**src/rtl/seq_det_pkg.sv**
```systemverilog
// Shared types and helpers for the serial pattern detection controller.
//   state_e     : controller state encoding (IDLE/ARM/RUN/DONE)
//   DEF_PAT_W   : default maximum pattern length in bits
//   DEF_CNT_W   : default match target / counter width
//   cfg_legal() : run-configuration legality check applied at start
package seq_det_pkg;

    localparam int unsigned DEF_PAT_W = 8;
    localparam int unsigned DEF_CNT_W = 8;

    typedef enum logic [1:0] {
        IDLE = 2'd0,
        ARM  = 2'd1,
        RUN  = 2'd2,
        DONE = 2'd3
    } state_e;

    // A run needs a non-empty pattern that fits the history and a non-zero hit budget.
    function automatic logic cfg_legal(input int unsigned len,
                                       input int unsigned max_len,
                                       input int unsigned target);
        return (len != 0) && (len <= max_len) && (target != 0);
    endfunction

endpackage

```
**src/rtl/seq_match_core.sv**
```systemverilog
// Shift-register match core: keeps the most recent serial bits and flags when
// the last len_i bits equal the low len_i bits of the pattern.
//   clk, rst_n   : clock, async active-low reset
//   clear_i      : synchronous clear of history and fill count
//   shift_i      : accept x_i this cycle
//   x_i          : serial data bit
//   overlap_i    : 0 restarts the fill count after each match
//   pattern_i    : pattern, bit len-1 is the oldest bit
//   len_i        : active pattern length
//   match_c_o    : combinational match for the bit presented this cycle
module seq_match_core
    import seq_det_pkg::*;
#(
    parameter int unsigned PAT_W = DEF_PAT_W,
    parameter int unsigned LEN_W = $clog2(PAT_W + 1)
) (
    input  logic             clk,
    input  logic             rst_n,
    input  logic             clear_i,
    input  logic             shift_i,
    input  logic             x_i,
    input  logic             overlap_i,
    input  logic [PAT_W-1:0] pattern_i,
    input  logic [LEN_W-1:0] len_i,
    output logic             match_c_o
);

    logic [PAT_W-1:0] hist_q, hist_d;
    logic [PAT_W-1:0] mask;
    logic [LEN_W-1:0] fill_q, fill_d, fill_inc;

    // Thermometer mask selecting the len_i youngest history bits.
    always_comb begin
        mask = '0;
        for (int unsigned i = 0; i < PAT_W; i++) begin
            mask[i] = (i < 32'(len_i));
        end
    end

    // Post-shift view of history and fill; the match decision uses these.
    always_comb begin
        hist_d    = {hist_q[PAT_W-2:0], x_i};
        fill_inc  = (fill_q >= len_i) ? len_i : fill_q + LEN_W'(1);
        match_c_o = (fill_inc == len_i) && (((hist_d ^ pattern_i) & mask) == '0);
        fill_d    = (match_c_o && !overlap_i) ? '0 : fill_inc;
    end

    // History and fill registers.
    always_ff @(posedge clk or negedge rst_n) begin
        if (!rst_n) begin
            hist_q <= '0;
            fill_q <= '0;
        end else if (clear_i) begin
            hist_q <= '0;
            fill_q <= '0;
        end else if (shift_i) begin
            hist_q <= hist_d;
            fill_q <= fill_d;
        end
    end

endmodule

```
**src/rtl/seq_det_ctrl.sv**
```systemverilog
// Programmable serial-pattern detection controller: holds the run configuration,
// sequences the match core, counts matches and finishes after a hit budget.
//   clk, rst     : clock, async active-low reset
//   cfg_*        : pattern, length, target and overlap policy (latched in IDLE)
//   start, abort : run control
//   x, x_valid   : serial input and its qualifier
//   z            : one-cycle match pulse
//   busy         : run in progress (ARM or RUN)
//   done         : one-cycle pulse when the target is reached
//   err_cfg      : one-cycle pulse when start is rejected
//   match_cnt    : matches in the current or last run
module seq_det_ctrl
    import seq_det_pkg::*;
#(
    parameter int unsigned PAT_W = DEF_PAT_W,
    parameter int unsigned CNT_W = DEF_CNT_W,
    parameter int unsigned LEN_W = $clog2(PAT_W + 1)
) (
    input  logic             clk,
    input  logic             rst,
    input  logic             cfg_we,
    input  logic [PAT_W-1:0] cfg_pattern,
    input  logic [LEN_W-1:0] cfg_len,
    input  logic [CNT_W-1:0] cfg_target,
    input  logic             cfg_overlap,
    input  logic             start,
    input  logic             abort,
    input  logic             x,
    input  logic             x_valid,
    output logic             z,
    output logic             busy,
    output logic             done,
    output logic             err_cfg,
    output logic [CNT_W-1:0] match_cnt
);

    state_e           state_q, state_d;
    logic [PAT_W-1:0] pattern_q, pattern_d;
    logic [LEN_W-1:0] len_q, len_d;
    logic [CNT_W-1:0] target_q, target_d;
    logic             overlap_q, overlap_d;
    logic [CNT_W-1:0] cnt_q, cnt_d;
    logic             z_q, z_d;
    logic             busy_q, busy_d;
    logic             done_q, done_d;
    logic             err_q, err_d;
    logic             core_clear, core_shift, match_c;

    seq_match_core #(
        .PAT_W (PAT_W),
        .LEN_W (LEN_W)
    ) u_core (
        .clk       (clk),
        .rst_n     (rst),
        .clear_i   (core_clear),
        .shift_i   (core_shift),
        .x_i       (x),
        .overlap_i (overlap_q),
        .pattern_i (pattern_q),
        .len_i     (len_q),
        .match_c_o (match_c)
    );

    // Next-state, configuration and output decode.
    always_comb begin
        state_d    = state_q;
        pattern_d  = pattern_q;
        len_d      = len_q;
        target_d   = target_q;
        overlap_d  = overlap_q;
        cnt_d      = cnt_q;
        z_d        = 1'b0;
        err_d      = 1'b0;
        core_clear = 1'b0;
        core_shift = 1'b0;

        unique case (state_q)
            IDLE: begin
                // Start is judged against the config already held, even if a
                // write lands on the same edge.
                if (start && !abort) begin
                    if (cfg_legal(32'(len_q), PAT_W, 32'(target_q))) begin
                        state_d = ARM;
                    end else begin
                        err_d = 1'b1;
                    end
                end
                if (cfg_we) begin
                    pattern_d = cfg_pattern;
                    len_d     = cfg_len;
                    target_d  = cfg_target;
                    overlap_d = cfg_overlap;
                end
            end
            ARM: begin
                if (abort) begin
                    state_d = IDLE;
                end else begin
                    core_clear = 1'b1;
                    cnt_d      = '0;
                    state_d    = RUN;
                end
            end
            RUN: begin
                if (abort) begin
                    state_d = IDLE;
                end else if (x_valid) begin
                    core_shift = 1'b1;
                    if (match_c) begin
                        z_d   = 1'b1;
                        cnt_d = cnt_q + CNT_W'(1);
                        if (cnt_d == target_q) begin
                            state_d = DONE;
                        end
                    end
                end
            end
            DONE: begin
                state_d = IDLE;
            end
            default: begin
                state_d = IDLE;
            end
        endcase

        busy_d = (state_d == ARM) || (state_d == RUN);
        done_d = (state_d == DONE);
    end

    // State, configuration and registered outputs.
    always_ff @(posedge clk or negedge rst) begin
        if (!rst) begin
            state_q   <= IDLE;
            pattern_q <= '0;
            len_q     <= '0;
            target_q  <= '0;
            overlap_q <= 1'b0;
            cnt_q     <= '0;
            z_q       <= 1'b0;
            busy_q    <= 1'b0;
            done_q    <= 1'b0;
            err_q     <= 1'b0;
        end else begin
            state_q   <= state_d;
            pattern_q <= pattern_d;
            len_q     <= len_d;
            target_q  <= target_d;
            overlap_q <= overlap_d;
            cnt_q     <= cnt_d;
            z_q       <= z_d;
            busy_q    <= busy_d;
            done_q    <= done_d;
            err_q     <= err_d;
        end
    end

    assign z         = z_q;
    assign busy      = busy_q;
    assign done      = done_q;
    assign err_cfg   = err_q;
    assign match_cnt = cnt_q;

endmodule

```
**config.mk**
```make
export PLATFORM = sky130hd
export DESIGN_NAME = seq_det_ctrl
export DESIGN_NICKNAME = d
export VERILOG_FILES = /design/src/rtl/seq_det_pkg.sv /design/src/rtl/seq_match_core.sv /design/src/rtl/seq_det_ctrl.sv
export SDC_FILE = /design/constraint.sdc
export NUM_CORES = 1
export LEC_CHECK = 0
export ABC_AREA = 1
export CAP_MARGIN = 20
export CORE_UTILIZATION = 54
export DETAILED_ROUTE_END_ITERATION = 16
export PLACE_DENSITY = 0.79
export SLEW_MARGIN = 20
export SYNTH_ARGS = -nofsm -noshare
export SYNTH_HDL_FRONTEND = slang
export SYNTH_HIERARCHICAL = 1
export SYNTH_SLANG_ARGS = --single-unit
```
**constraint.sdc**
```tcl
create_clock -name clk -period 2.76 [get_ports clk]
set_input_delay 0.552 -clock clk [delete_from_list [all_inputs] [get_ports clk]]
set_output_delay 0.552 -clock clk [all_outputs]
set_load 0.02 [all_outputs]
```
Yosys cells after proc, flatten, opt, wreduce, memory -nomap -nowiden
Cells that the tools add are included.
- $add $sub $neg: 2
- order comparisons: 10
- eq/ne operators: 12
- mux-type cells: 31
- bitwise logic cells: 2
- reduce and logical (&&, ||, !) cells: 16
- operator list (cell ; count):
    8-bit two-way mux ; 4
    3-bit by 4-bit < comparator with 1-bit output, first input constant ; 4
    4-bit two-way mux ; 4
    8-bit case mux with 2 select lines ; 1
    2-bit two-way mux ; 7
    7-bit two-way mux ; 2
    1-bit two-way mux ; 12
    8-bit by 1-bit adder with 8-bit output, second input constant ; 1
    8-bit bitwise AND ; 1
    2-bit equality test, second input constant ; 4
    8-bit equality test ; 1
    8-bit logical NOT ; 1
    1-bit by 4-bit < comparator with 1-bit output, first input constant ; 2
    2-bit by 4-bit < comparator with 1-bit output, first input constant ; 2
    2-bit != test, second input constant ; 4
    2-bit case mux with 4 select lines ; 1
    8-bit nonzero test ; 1
    8-bit XOR ; 1
    1-bit logical AND ; 5
    5-bit AND reduction ; 1
    4-bit by 1-bit adder with 4-bit output, second input constant ; 1
    2-bit by 1-bit equality test with 1-bit output, second input constant ; 2
    4-bit equality test ; 1
    4-bit greater-or-equal comparator ; 1
    7 further kinds ; 9
- register bits after elaboration: 46
- output and inout bits: 12
- logic and storage cells: 85

Depth between registers and ports, before layout
Gate-level depths: netlist of run 1.
- depth after elaboration: 10
- mapped depth: 20

Hierarchy
Netlist of run 1, hierarchy kept.
- modules (own cells, without submodules) (module ; instances ; cells each ; area each (µm²)):
    seq_det_ctrl ; 1 ; 188 ; 1670.4
    seq_match_core ; 1 ; 139 ; 919.6

Worst setup path after synthesis of run 1
No wires, ideal clock.
- path type: register to register
- start point: register len_q[3]
- end point: register busy_q, in the netlist busy
- arrival time: 2.297 ns
- path slack: 0.337 ns
- stages on the path, launching flop included: 19
- period minus slack after synthesis: 2.423 ns
- path through: dfrtp_1 > inv_2 > ha_1 > a21oi_2 > inv_2 > a21oi_4 > nand2_1 > nor2_1 > nor2_1 > and2_2 > nand3_1 > nor2_4 > nand2_1 > nor2_1 > nand3_1 > nor2_1 > nand2_1 > nand2_1 > ha_1
- word-level cells in the longest chain between the ends: 10
- ends and longest elaborated chain (what ; RTL line ; RTL):
    from (decl) ; seq_det_ctrl.sv:39 ; logic [LEN_W-1:0] len_q, len_d;
    from (signal assigned) ; seq_det_ctrl.sv:146 ; len_q <= len_d;
    4-bit greater-or-equal comparator (tied with other cells) ; seq_match_core.sv:43 ; fill_inc = (fill_q >= len_i) ? len_i : fill_q + LEN_W'(1);
    4-bit two-way mux or 8-bit bitwise AND (tied branches) ; seq_match_core.sv:43, seq_match_core.sv:44 ;
    4-bit equality test or 8-bit logical NOT (tied branches) ; seq_match_core.sv:44 ; match_c_o = (fill_inc == len_i) && (((hist_d ^ pattern_i) & mask) == '0);
    1-bit logical AND (*) ; seq_match_core.sv:44 ;
    via match_c ; seq_det_ctrl.sv:47 ; logic core_clear, core_shift, match_c;
    2-bit two-way mux (*) ; seq_det_ctrl.sv:109 ; if (match_c) begin
    2-bit two-way mux (*) ; seq_det_ctrl.sv:107 ; end else if (x_valid) begin
    2-bit two-way mux (*) ; seq_det_ctrl.sv:105 ; if (abort) begin
    2-bit case mux with 4 select lines (*) ; seq_det_ctrl.sv:77 ; unique case (state_q)
    via state_d[0] ; seq_det_ctrl.sv:37 ; state_e state_q, state_d;
    2-bit by 1-bit equality test with 1-bit output or 2-bit equality test (tied branches) ; seq_det_ctrl.sv:126 ; busy_d = (state_d == ARM) || (state_d == RUN);
    1-bit logical OR (*) ; seq_det_ctrl.sv:126 ;
    via busy_d ; seq_det_ctrl.sv:44 ; logic busy_q, busy_d;
    to (signal assigned) ; seq_det_ctrl.sv:151 ; busy_q <= busy_d;
    to (decl) ; seq_det_ctrl.sv:44 ;
Mark *: on every way through the listed nets, which the timed path passes. The rest lies on a longest branch.
A chain may end at the register's enable or synchronous reset.

Worst setup path after layout of run 1
- start point: register u_core.fill_q[0]
- end point: register busy_q, in the netlist busy
- word-level cells in the longest chain between the ends: 10
- ends and longest elaborated chain (what ; RTL line ; RTL):
    from (decl) ; seq_match_core.sv:30 ; logic [LEN_W-1:0] fill_q, fill_d, fill_inc;
    from (signal assigned) ; seq_match_core.sv:58 ; fill_q <= fill_d;
    4-bit by 1-bit adder with 4-bit output or 4-bit greater-or-equal comparator (tied branches) ; seq_match_core.sv:43 ;
    4-bit two-way mux (*) ; seq_match_core.sv:43 ;
    4-bit equality test (*) ; seq_match_core.sv:44 ;
    1-bit logical AND (*) ; seq_match_core.sv:44 ;
    via match_c ; seq_det_ctrl.sv:47 ;
    2-bit two-way mux (*) ; seq_det_ctrl.sv:109 ;
    2-bit two-way mux (*) ; seq_det_ctrl.sv:107 ;
    2-bit two-way mux (*) ; seq_det_ctrl.sv:105 ;
    2-bit case mux with 4 select lines (*) ; seq_det_ctrl.sv:77 ;
    via state_d[0] ; seq_det_ctrl.sv:37 ;
    2-bit by 1-bit equality test with 1-bit output or 2-bit equality test (tied branches) ; seq_det_ctrl.sv:126 ;
    1-bit logical OR (*) ; seq_det_ctrl.sv:126 ;
    via busy_d ; seq_det_ctrl.sv:44 ;
Marks and branches as above.

==> impl_metrics.toml, run 1 <==
[global_route]
grt_start_max_net_pins = 29
first_pass_grt_wire_length_mm = 9.76
grt_util_all_layers_pct = 24.8
number_of_global_route_vias_before_repair = 2228
globalRouteOverflowTotal = 0
antenna_found_initial = 0

[logic_synthesis]
synth_seq_area_share_pct = 44.4
ys.flop_type = "dfrtp_1"
yosys.cell_types.count = 30
yosysWarnings = 6
syn_area_mm2 = 0.00259
synth_top_area_share_pct = 44.4
syn-instance-count = 327
post_synth_main_area_contributors = "dfrtp_1 44%, nand2_1 12%, inv_1 6.8%"
syn_nets = 362
postSynthRegisterBits = 46
number_of_enable_flip_flop_cells_after_synthesis = 0
synthMostInstantiatedCell = "nand2_1"
avgSynthCellArea_um2 = 7.92
synth_commonest_cells = "84 x nand2_1, 47 x inv_1, 46 x dfrtp_1"
synth_top_cell_by_area = "dfrtp_1"
synth-async-reset-ratio_pct = 100

[sta]
maxSlewHeadroom_pct = 47.8
worst_slew_pin_slew_ns = 0.781
layout_setup_ws_ns = 0.241
final.min_clock_period_ns = 2.52
hold-worst-slack_ns = 0.190
layout_worst_path_cycle_share_pct = 91.3
fmaxAchievable_mhz = 397
final-setup-viol-count = 0
final.setup_skew_ns = 0.00698
unrepaired_setup_endpoints_after_global_routing = "false"
drv_slew = 0
report.final.hold_viol_count = 0
timing.setup.tns_ns = 0

[setup_path]
data_arrival_critical_path_ns = 2.70
cp-start-kind = "register"
timing_worst_setup_path_type = "reg2reg"
crit_fanout = 5
r2r.worst_path.cells = 18
r2r-end = "busy"
end_kind = "register"
worst-endpoint-required_ns = 2.94
critical_path.reg2reg.startpoint = "u_core/fill_q[0]"
cp-startpoint = "u_core/fill_q[0]"
ff2ff_setup_slack_ns = 0.24

[finish]
layout.area.seq_mm2 = 0.00115
n_fill_cell = 383
drive_above_1_share_pct = 15.7
multi_input_comb_area_mm2 = 0.00124
antennaDiodeCount = 0
nets = 419
area.growth.synth_to_final_pct = 24.5

[detailed_routing]
wl_per_cell_um = 13.3
final_wl_mm = 5.81
route.detailed.drc = 2
dr_total_vias = 2349
drt_first_iter_violations = 127
antenna_violating_nets_post_route = 0
drt_pre_antenna_iters = 12
drt-vias-per-instance = 5.40

[die]
number_of_placed_i_o_pins = 40
core.rowCount = 24
die-area_mm2 = 0.00508
floorplan.die.height_um = 71.3
starting_utilization_of_the_core_area_pct = 57.9
core_region_area_mm2 = 0.00447
dieWidth_um = 71.3

[run_status]
violations = "design-rule violations"
outcome = "complete, but fails checks"

[place]
detailedPlace.worstSlack_ns = 0.0244
gp_congestion = 0.889
dpl.hpwl_mm = 4.51
port_buffers = 39

[clock_tree]
clock_tree.htree_level_count = 2
clkSinkCount = 46
cts_hold_repair.buffers = 0
worstSkewPairLatency_ns = 0.29
cts-buffers-inserted = 5
clkSlewWorstSetupHoldPaths_ns = 0.08
clock_tree.root_cell = "clkbuf_8"
tritoncts = "yes"
cts_buffer_depth = 2

[job]
cap_viol_max_count = 0

[pwr]
power.density_mw_per_mm2 = 703
leakagePower_nw = 1.56
power.total_mw = 2.27
worst_ir_drop_vdd_mv = 0.449

[hold_path]
min_path_type = "in2async"
cell families (layout without fill, tap and decap cells):
family,count (synthesis),in the layout,synth area share [%]
and+or+nand+nor,162,162,27.7
buffers and inverters,55,111,8.12
DFF,46,46,44.4
AOI/OAI and AO/OA,41,41,9.76
muxes,12,12,5.22
adders and majority gates,7,7,3.38
xor gates and xnor gates,4,4,1.35
power by group:
group	internal [mW]	total [mW]	switching [mW]
clock	0.193	0.399	0.206
combinational	0.405	0.926	0.522
sequential	0.820	0.943	0.123
total	1.42	2.27	0.851
per-layer routing:
layer | global-route usage, % | part of all wire, %
met1 | 30.3 | 43
met4 | 7.56 | 0.64
met2 | 44.9 | 51
met5 | 0 | 0
met3 | 4.22 | 4.5
area by class of cell:
| cell class | instances | share of cell area, % |
|---|---|---|
| Multi-Input combinational cell | 226 | 38.4 |
| Sequential cell | 46 | 35.7 |
| Timing Repair Buffer | 53 | 15.2 |
| Inverter | 52 | 6.05 |
| Clock buffer | 6 | 2.56 |
| Tap cell | 52 | 2.02 |
critical path: stages, from the launching register on:
cell     delay [ns]
dfrtp_2        0.42
inv_2          0.07
ha_1           0.27
o21ai_1        0.07
nand2_1        0.13
nand2_1        0.10
nand4_1        0.08
nand2_1        0.07
nor2_2         0.12
and2_2         0.16
nand3_2        0.09
nor2_4         0.15
nand2_1        0.06
nor2_1         0.09
nand3_1        0.07
nor2_1         0.09
nand2_1        0.06
nand2_1        0.08
ha_1           0.23
state kept, by name (all words and copies together), names as in the netlist:
register       flops
busy               1
done               1
err_cfg            1
len_q              4
match_cnt          8
overlap_q          1
pattern_q          8
state_q            2
target_q           8
u_core/fill_q      4
u_core/hist_q      7
z                  1
worst max-delay path by stage:
stage                      end
final                     busy
after global routing      busy
after CTS                 busy
after detailed placement  busy
after global placement    busy
after floorplan           busy
cells in the final DEF, fill, tap and decap left out, types with 11 or more instances in the layout:
cell type	instances
nand2_1	83
inv_1	46
dfrtp_1	45
clkdlybuf4s50_1	38
nor2_1	28
nand3_1	28
buf_4	14
o21ai_0	13
a21oi_1	11
mux2_2	11
through the flow:
step | cell area (µm²) | util, % | cells
after floorplan | 2590 | - | 327
final | 3220 | 72.1 | 435
after global routing | 3220 | 72.1 | 435
after CTS | 3180 | 71.1 | 431
after global placement | 3100 | 69.3 | 425
after detailed placement | 3100 | 69.3 | 425
timing repair:
action / 4_1_cts / 5_1_grt
endpoints found under the setup margin: 0 / 5
resized for setup: 0 / 5
buffers inserted: 0 / 4
Power figures use the tool's default switching activity.
==> run 2, diff against run 1 <==
ABC_AREA = unset   (was 1)
CAP_MARGIN = 40   (was 20)
TNS_END_PERCENT = 50   (was unset)
==> run 2 against run 1 <==
The run still ends with design-rule violations left. Cell count down 26%. Non-clock buffer count shrank 7. First-iteration DRC count fell by 18%. Critical path depth fell by 8. Area after synthesis is 0.82% lower. Final area down 3.5%. Worst setup slack got worse by 0.028 ns. Critical path type unchanged. Core utilization fell by 2.5 points.
==> impl_metrics.toml, run 2 <==
[finish]
antennaDiodeCount = 0
drive_above_1_share_pct = 18.1
layout_commonest_cell = "dfrtp_1"
layout.area.seq_mm2 = 0.00115
area.growth.synth_to_final_pct = 21.1
most-common-layout-cells = "46 x dfrtp_1, 38 x clkdlybuf4s50_1, 21 x mux2_2"
multi_input_comb_area_mm2 = 0.00132
n_fill_cell = 347
nets = 305

[logic_synthesis]
yosysWarnings = 6
avgSynthCellArea_um2 = 11.4
synth_commonest_cells = "46 x dfrtp_1, 21 x mux2_2, 15 x xor2_1"
ys.flop_type = "dfrtp_1"
synth_seq_area_share_pct = 44.8
number_of_enable_flip_flop_cells_after_synthesis = 0
synthMostInstantiatedCell = "dfrtp_1"
yosys.cell_types.count = 53
synth-async-reset-ratio_pct = 100
syn-instance-count = 225
syn_nets = 260
synth_top_cell_by_area = "dfrtp_1"
post_synth_main_area_contributors = "dfrtp_1 45%, mux2_2 9.2%, xor2_1 5.1%"
syn_area_mm2 = 0.00257
synth_top_area_share_pct = 44.8
postSynthRegisterBits = 46

[place]
gp_congestion = 0.881
port_buffers = 39
dpl.hpwl_mm = 3.73

[setup_path]
end_kind = "register"
category_of_cells_accounting_for_the_largest_share_of_critical_path_delay = "simple AND/OR/NAND/NOR gates"
critical_path.reg2reg.startpoint = "len_q[0]"
timing_worst_setup_path_type = "reg2reg"
cp_buf_inv_count = 2
worst-endpoint-required_ns = 2.95
cp-start-kind = "register"
data_arrival_critical_path_ns = 2.74
worstPathCellList = "or4_4 > a22oi_2 > o211ai_2 > nor3_1 > buf_4 > nand2_4 > clkinv_4 > nand3_2 > o31ai_2 > ha_1"
cp-startpoint = "len_q[0]"
critical_path_s_slowest_cell = "or4_4"
crit_fanout = 10
crit_path_max_incr_delay_ns = 0.57

[global_route]
number_of_global_route_vias_before_repair = 1917
antenna_found_initial = 0
first_pass_grt_wire_length_mm = 9.06
grt_util_all_layers_pct = 23.2
globalRouteOverflowTotal = 0
grt_start_max_net_pins = 29

[clock_tree]
cts_hold_repair.buffers = 0
cts-buffers-inserted = 5
clkSlewWorstSetupHoldPaths_ns = 0.09
tritoncts = "yes"
clock_tree.htree_level_count = 2
worstSkewPairLatency_ns = 0.30
clock_tree.root_cell = "clkbuf_8"
clkSinkCount = 46
cts_post_setup_buffers_inserted = 0
cts_buffer_depth = 2
post_cts_resize_count = 0

[detailed_routing]
drt_pre_antenna_iters = 10
drt_first_iter_violations = 104
antenna_violating_nets_post_route = 0
dr_total_vias = 1881
final_wl_mm = 5.08
wl_per_cell_um = 15.7
drt-vias-per-instance = 5.82
route.detailed.drc = 3

[pwr]
leakagePower_nw = 1.33
power.density_mw_per_mm2 = 699
power.total_mw = 2.18
worst_ir_drop_vdd_mv = 0.378

[run_status]
outcome = "complete, but fails checks"
violations = "design-rule violations"

[die]
core_region_area_mm2 = 0.00447
dieWidth_um = 71.0
starting_utilization_of_the_core_area_pct = 57.4
die-area_mm2 = 0.00504
core.rowCount = 24
floorplan.die.height_um = 71.0
number_of_placed_i_o_pins = 40

[sta]
layout_worst_path_cycle_share_pct = 92.3
report.final.hold_viol_count = 0
final.min_clock_period_ns = 2.55
final-setup-viol-count = 0
timing.setup.tns_ns = 0
unrepaired_setup_endpoints_after_global_routing = "false"
drv_slew = 0
final.setup_skew_ns = 0.00856
worst_slew_pin_slew_ns = 0.532
maxSlewHeadroom_pct = 64.3
fmaxAchievable_mhz = 393

[job]
cap_viol_max_count = 0

[hold_path]
min_path_type = "in2async"
run 2: changes by cell type after synthesis, sizes merged, moves of 13 or more:
cell,before,now
nand3,31,9
nand2,87,11
inv,52,8
xor2,1,15
nor2,35,11
mux2i,0,13
run 2: metrics by stage:
stage / area (µm²) / hold slack [ns] / instances / utilization (%) / setup WS (ns)
final: 3110 / 0.193 / 323 / 69.5 / 0.213
after CTS: 3110 / 0.201 / 323 / 69.5 / 0.212
after global placement: 3000 / 0.521 / 314 / 67.1 / 0.113
after detailed placement: 3020 / 0.526 / 315 / 67.5 / 0.103
after global routing: 3110 / 0.209 / 323 / 69.5 / 0.0336
after floorplan: 2570 / 0.256 / 225 / - / 0.191
run 2: where the power goes:
group / total, mW / internal [mW] / switching (mW) / leakage [nW]
combinational: 0.783 / 0.422 / 0.361 / 0.692
sequential: 0.966 / 0.802 / 0.164 / 0.585
clock: 0.428 / 0.202 / 0.226 / 0.0482
total: 2.18 / 1.43 / 0.750 / 1.33
run 2: path summary, 6_finish.rpt:
path / end / slack (ns) / cells past startpoint
max: busy / 0.21 / 10
min: pattern_q[3] / 0.19 / 1
max reg2reg: busy / 0.21 / 10
min reg2reg: pattern_q[3] / 0.54 / 1
max in group asynchronous: match_cnt[0] / 2.06 / 2
min in group clk: pattern_q[3] / 0.54 / 1
run 2: area by class of cell:
cell class / count / area share [%]
flip-flops and latches: 46 / 37.0
clock buffers: 7 / 2.77
well taps: 52 / 2.09
clock inverters: 1 / 0.161
repair buffers: 46 / 14.5
multi-input cells: 162 / 42.3
inverters: 9 / 1.25
run 2: per-layer routing:
metal / global-route usage, % / part of all wire, %
met1: 32.6 / 48
met2: 34.9 / 45
met3: 4.99 / 4.2
met4: 10.2 / 1.9
met5: 0 / 0
run 2: worst reg2reg max path, delay by kind of cell (launching register included):
kind	cells	cell delay, ns
AND/OR/NAND/NOR	4	0.85
AO/OA/AOI/OAI	3	0.57
flip-flops	1	0.50
adder cells (fa/ha/maj)	1	0.27
buffers and inverters	2	0.24
run 2: logic make-up after synthesis:
group                      count (synthesis)  share of synthesized area (%)
and+or+nand+nor                           57                           13.5
DFF                                       46                           44.8
AOI/OAI and AO/OA                         36                           9.94
muxes                                     34                           14.3
xor gates and xnor gates                  28                           10.1
buffers and inverters                     17                           3.99
adders and majority gates                  7                           3.41
==> run 3, diff against run 2 <==
CORE_MARGIN = 2   (was unset)
SKIP_LAST_GASP = 1   (was unset)
==> run 3 against run 2 <==
The run now ends clean. Wire length is 6.4% lower. Power is 2.1% lower. Sequential share of layout area barely moved. Register-to-register slack barely moved. Global-route usage fell by 2.9 points. Critical path type unchanged. Largest power group unchanged. Highest routed layer unchanged.
==> impl_metrics.toml, run 3 (synthesis results as in run 2) <==
[sta]
final-setup-viol-count = 0
maxSlewHeadroom_pct = 65.7
layout_worst_path_cycle_share_pct = 91.8
report.final.hold_viol_count = 0
hold-worst-slack_ns = 0.187
worst_slew_pin_slew_ns = 0.510
fmaxAchievable_mhz = 395
drv_slew = 0
timing.setup.tns_ns = 0
unrepaired_setup_endpoints_after_global_routing = "false"
final.setup_skew_ns = 0.00504
final.min_clock_period_ns = 2.53

[pwr]
power_switching_uw = 729
power.density_mw_per_mm2 = 685
clock_network_fraction_of_total_power_pct = 18.0
worst_ir_drop_vdd_mv = 0.357
leakagePower_nw = 1.32
power.share.sequential_pct = 45.0
combPwrFrac_pct = 37.0
netSwitchingFraction_pct = 34.2
p_int_mw = 1.40

[finish]
n_fill_cell = 354
most-common-layout-cells = "46 x dfrtp_1, 38 x clkdlybuf4s50_1, 21 x mux2_2"
antennaDiodeCount = 0
layout_commonest_cell = "dfrtp_1"
nets = 306
drive_above_1_share_pct = 18.1
area.growth.synth_to_final_pct = 21.1

[detailed_routing]
route.detailed.drc = 0
final_wl_mm = 4.75
drt_first_iter_violations = 138
drt-vias-per-instance = 5.66
drt_pre_antenna_iters = 4
dr_total_vias = 1840
wl_per_cell_um = 14.6
antenna_violating_nets_post_route = 0

[die]
core_region_area_mm2 = 0.00466
die-area_mm2 = 0.00532
dieWidth_um = 73.0
number_of_placed_i_o_pins = 40
floorplan.die.height_um = 73.0
core.rowCount = 25
starting_utilization_of_the_core_area_pct = 55.1

[clock_tree]
cts_post_setup_buffers_inserted = 0
cts_buffer_depth = 2
tritoncts = "yes"
worstSkewPairLatency_ns = 0.29
clkSlewWorstSetupHoldPaths_ns = 0.08
clock_tree.htree_level_count = 2
post_cts_resize_count = 0
clock_tree.root_cell = "clkbuf_8"
cts_hold_repair.buffers = 0
cts-buffers-inserted = 5
clkSinkCount = 46

[global_route]
number_of_global_route_vias_before_repair = 1813
grt_start_max_net_pins = 29
globalRouteOverflowTotal = 0
first_pass_grt_wire_length_mm = 8.33
grt_util_all_layers_pct = 20.3
antenna_found_initial = 0

[setup_path]
timing_worst_setup_path_type = "reg2reg"
cp-start-kind = "register"
critical_path.reg2reg.startpoint = "u_core/fill_q[0]"
r2r.worst_path.cells = 11
crit_fanout = 10
data_arrival_critical_path_ns = 2.72
ff2ff_setup_slack_ns = 0.23
r2r-end = "busy"
worst-endpoint-required_ns = 2.94
end_kind = "register"

[hold_path]
min_path_type = "in2async"

[place]
dpl.hpwl_mm = 3.60
port_buffers = 39
gp_congestion = 0.842

[run_status]
outcome = "complete, no violations"

[job]
cap_viol_max_count = 0
[run 3: changes by cell type in the layout (fill, tap and decap cells not counted), sizes merged]
cell / change
buf: +1
clkbuf: -1
clkinv: -1
clkinvlp: +1
[run 3: layer usage]
layer	track usage, %	routed length (µm)	vias to the layer above
met5	0	0	-
met1	29.5	2350	883
li1	-	-	900
met2	30.9	2120	52
met4	5.76	63	0
met3	4.42	214	5
[run 3: worst max path at each step]
stage	startpoint	end	slack, ns	depth (start not counted)
after floorplan	len_q[1]	busy	0.19	10
after global placement	x	busy	0.11	11
after detailed placement	x	busy	0.06	11
after CTS	u_core/fill_q[0]	busy	0.22	11
after global routing	u_core/fill_q[0]	busy	0.05	11
final	u_core/fill_q[0]	busy	0.23	11
[run 3: metrics by stage]
| step | utilization (%) | setup WS, ns | std cells | total power, mW | cell area (µm²) |
|---|---|---|---|---|---|
| 2_1_floorplan | - | 0.191 | 225 | 1.53 | 2570 |
| 3_3_place_gp | 64.6 | 0.108 | 317 | 1.73 | 3010 |
| 3_5_place_dp | 65.0 | 0.0645 | 318 | 1.76 | 3030 |
| 4_1_cts | 66.7 | 0.220 | 325 | 2.15 | 3110 |
| 5_1_grt | 66.7 | 0.0544 | 325 | 2.28 | 3110 |
| 6_report | 66.7 | 0.226 | 325 | 2.13 | 3110 |
[run 3: area by class of cell]
class	count	area [µm²]	area share (%)
multi-input combinational	162	1320	42.3
sequential	46	1150	37.0
timing repair buffer	47	458	14.7
clock buffer	6	72.6	2.33
tap	54	67.6	2.17
inverter	9	38.8	1.25
clock inverter	1	7.51	0.241
[run 3: worst max-delay path, cell delays in order (launching register included)]
cell and delay, ns:
dfrtp_1 0.45, ha_1 0.27, xnor3_1 0.28, nand3_1 0.07
o221a_2 0.28, nor3_1 0.18, buf_4 0.16, nand2_4 0.07
clkinv_4 0.08, nand3_2 0.06, o31ai_2 0.25, ha_1 0.27
[run 3: power by group through the flow]
stage / registers (mW) / clock network, mW / logic [mW]
2_1_floorplan: 0.958 / 0 / 0.570
3_3_place_gp: 0.965 / 0 / 0.763
3_5_place_dp: 0.970 / 0 / 0.786
4_1_cts: 0.957 / 0.397 / 0.791
5_1_grt: 0.982 / 0.424 / 0.874
6_report: 0.958 / 0.384 / 0.789
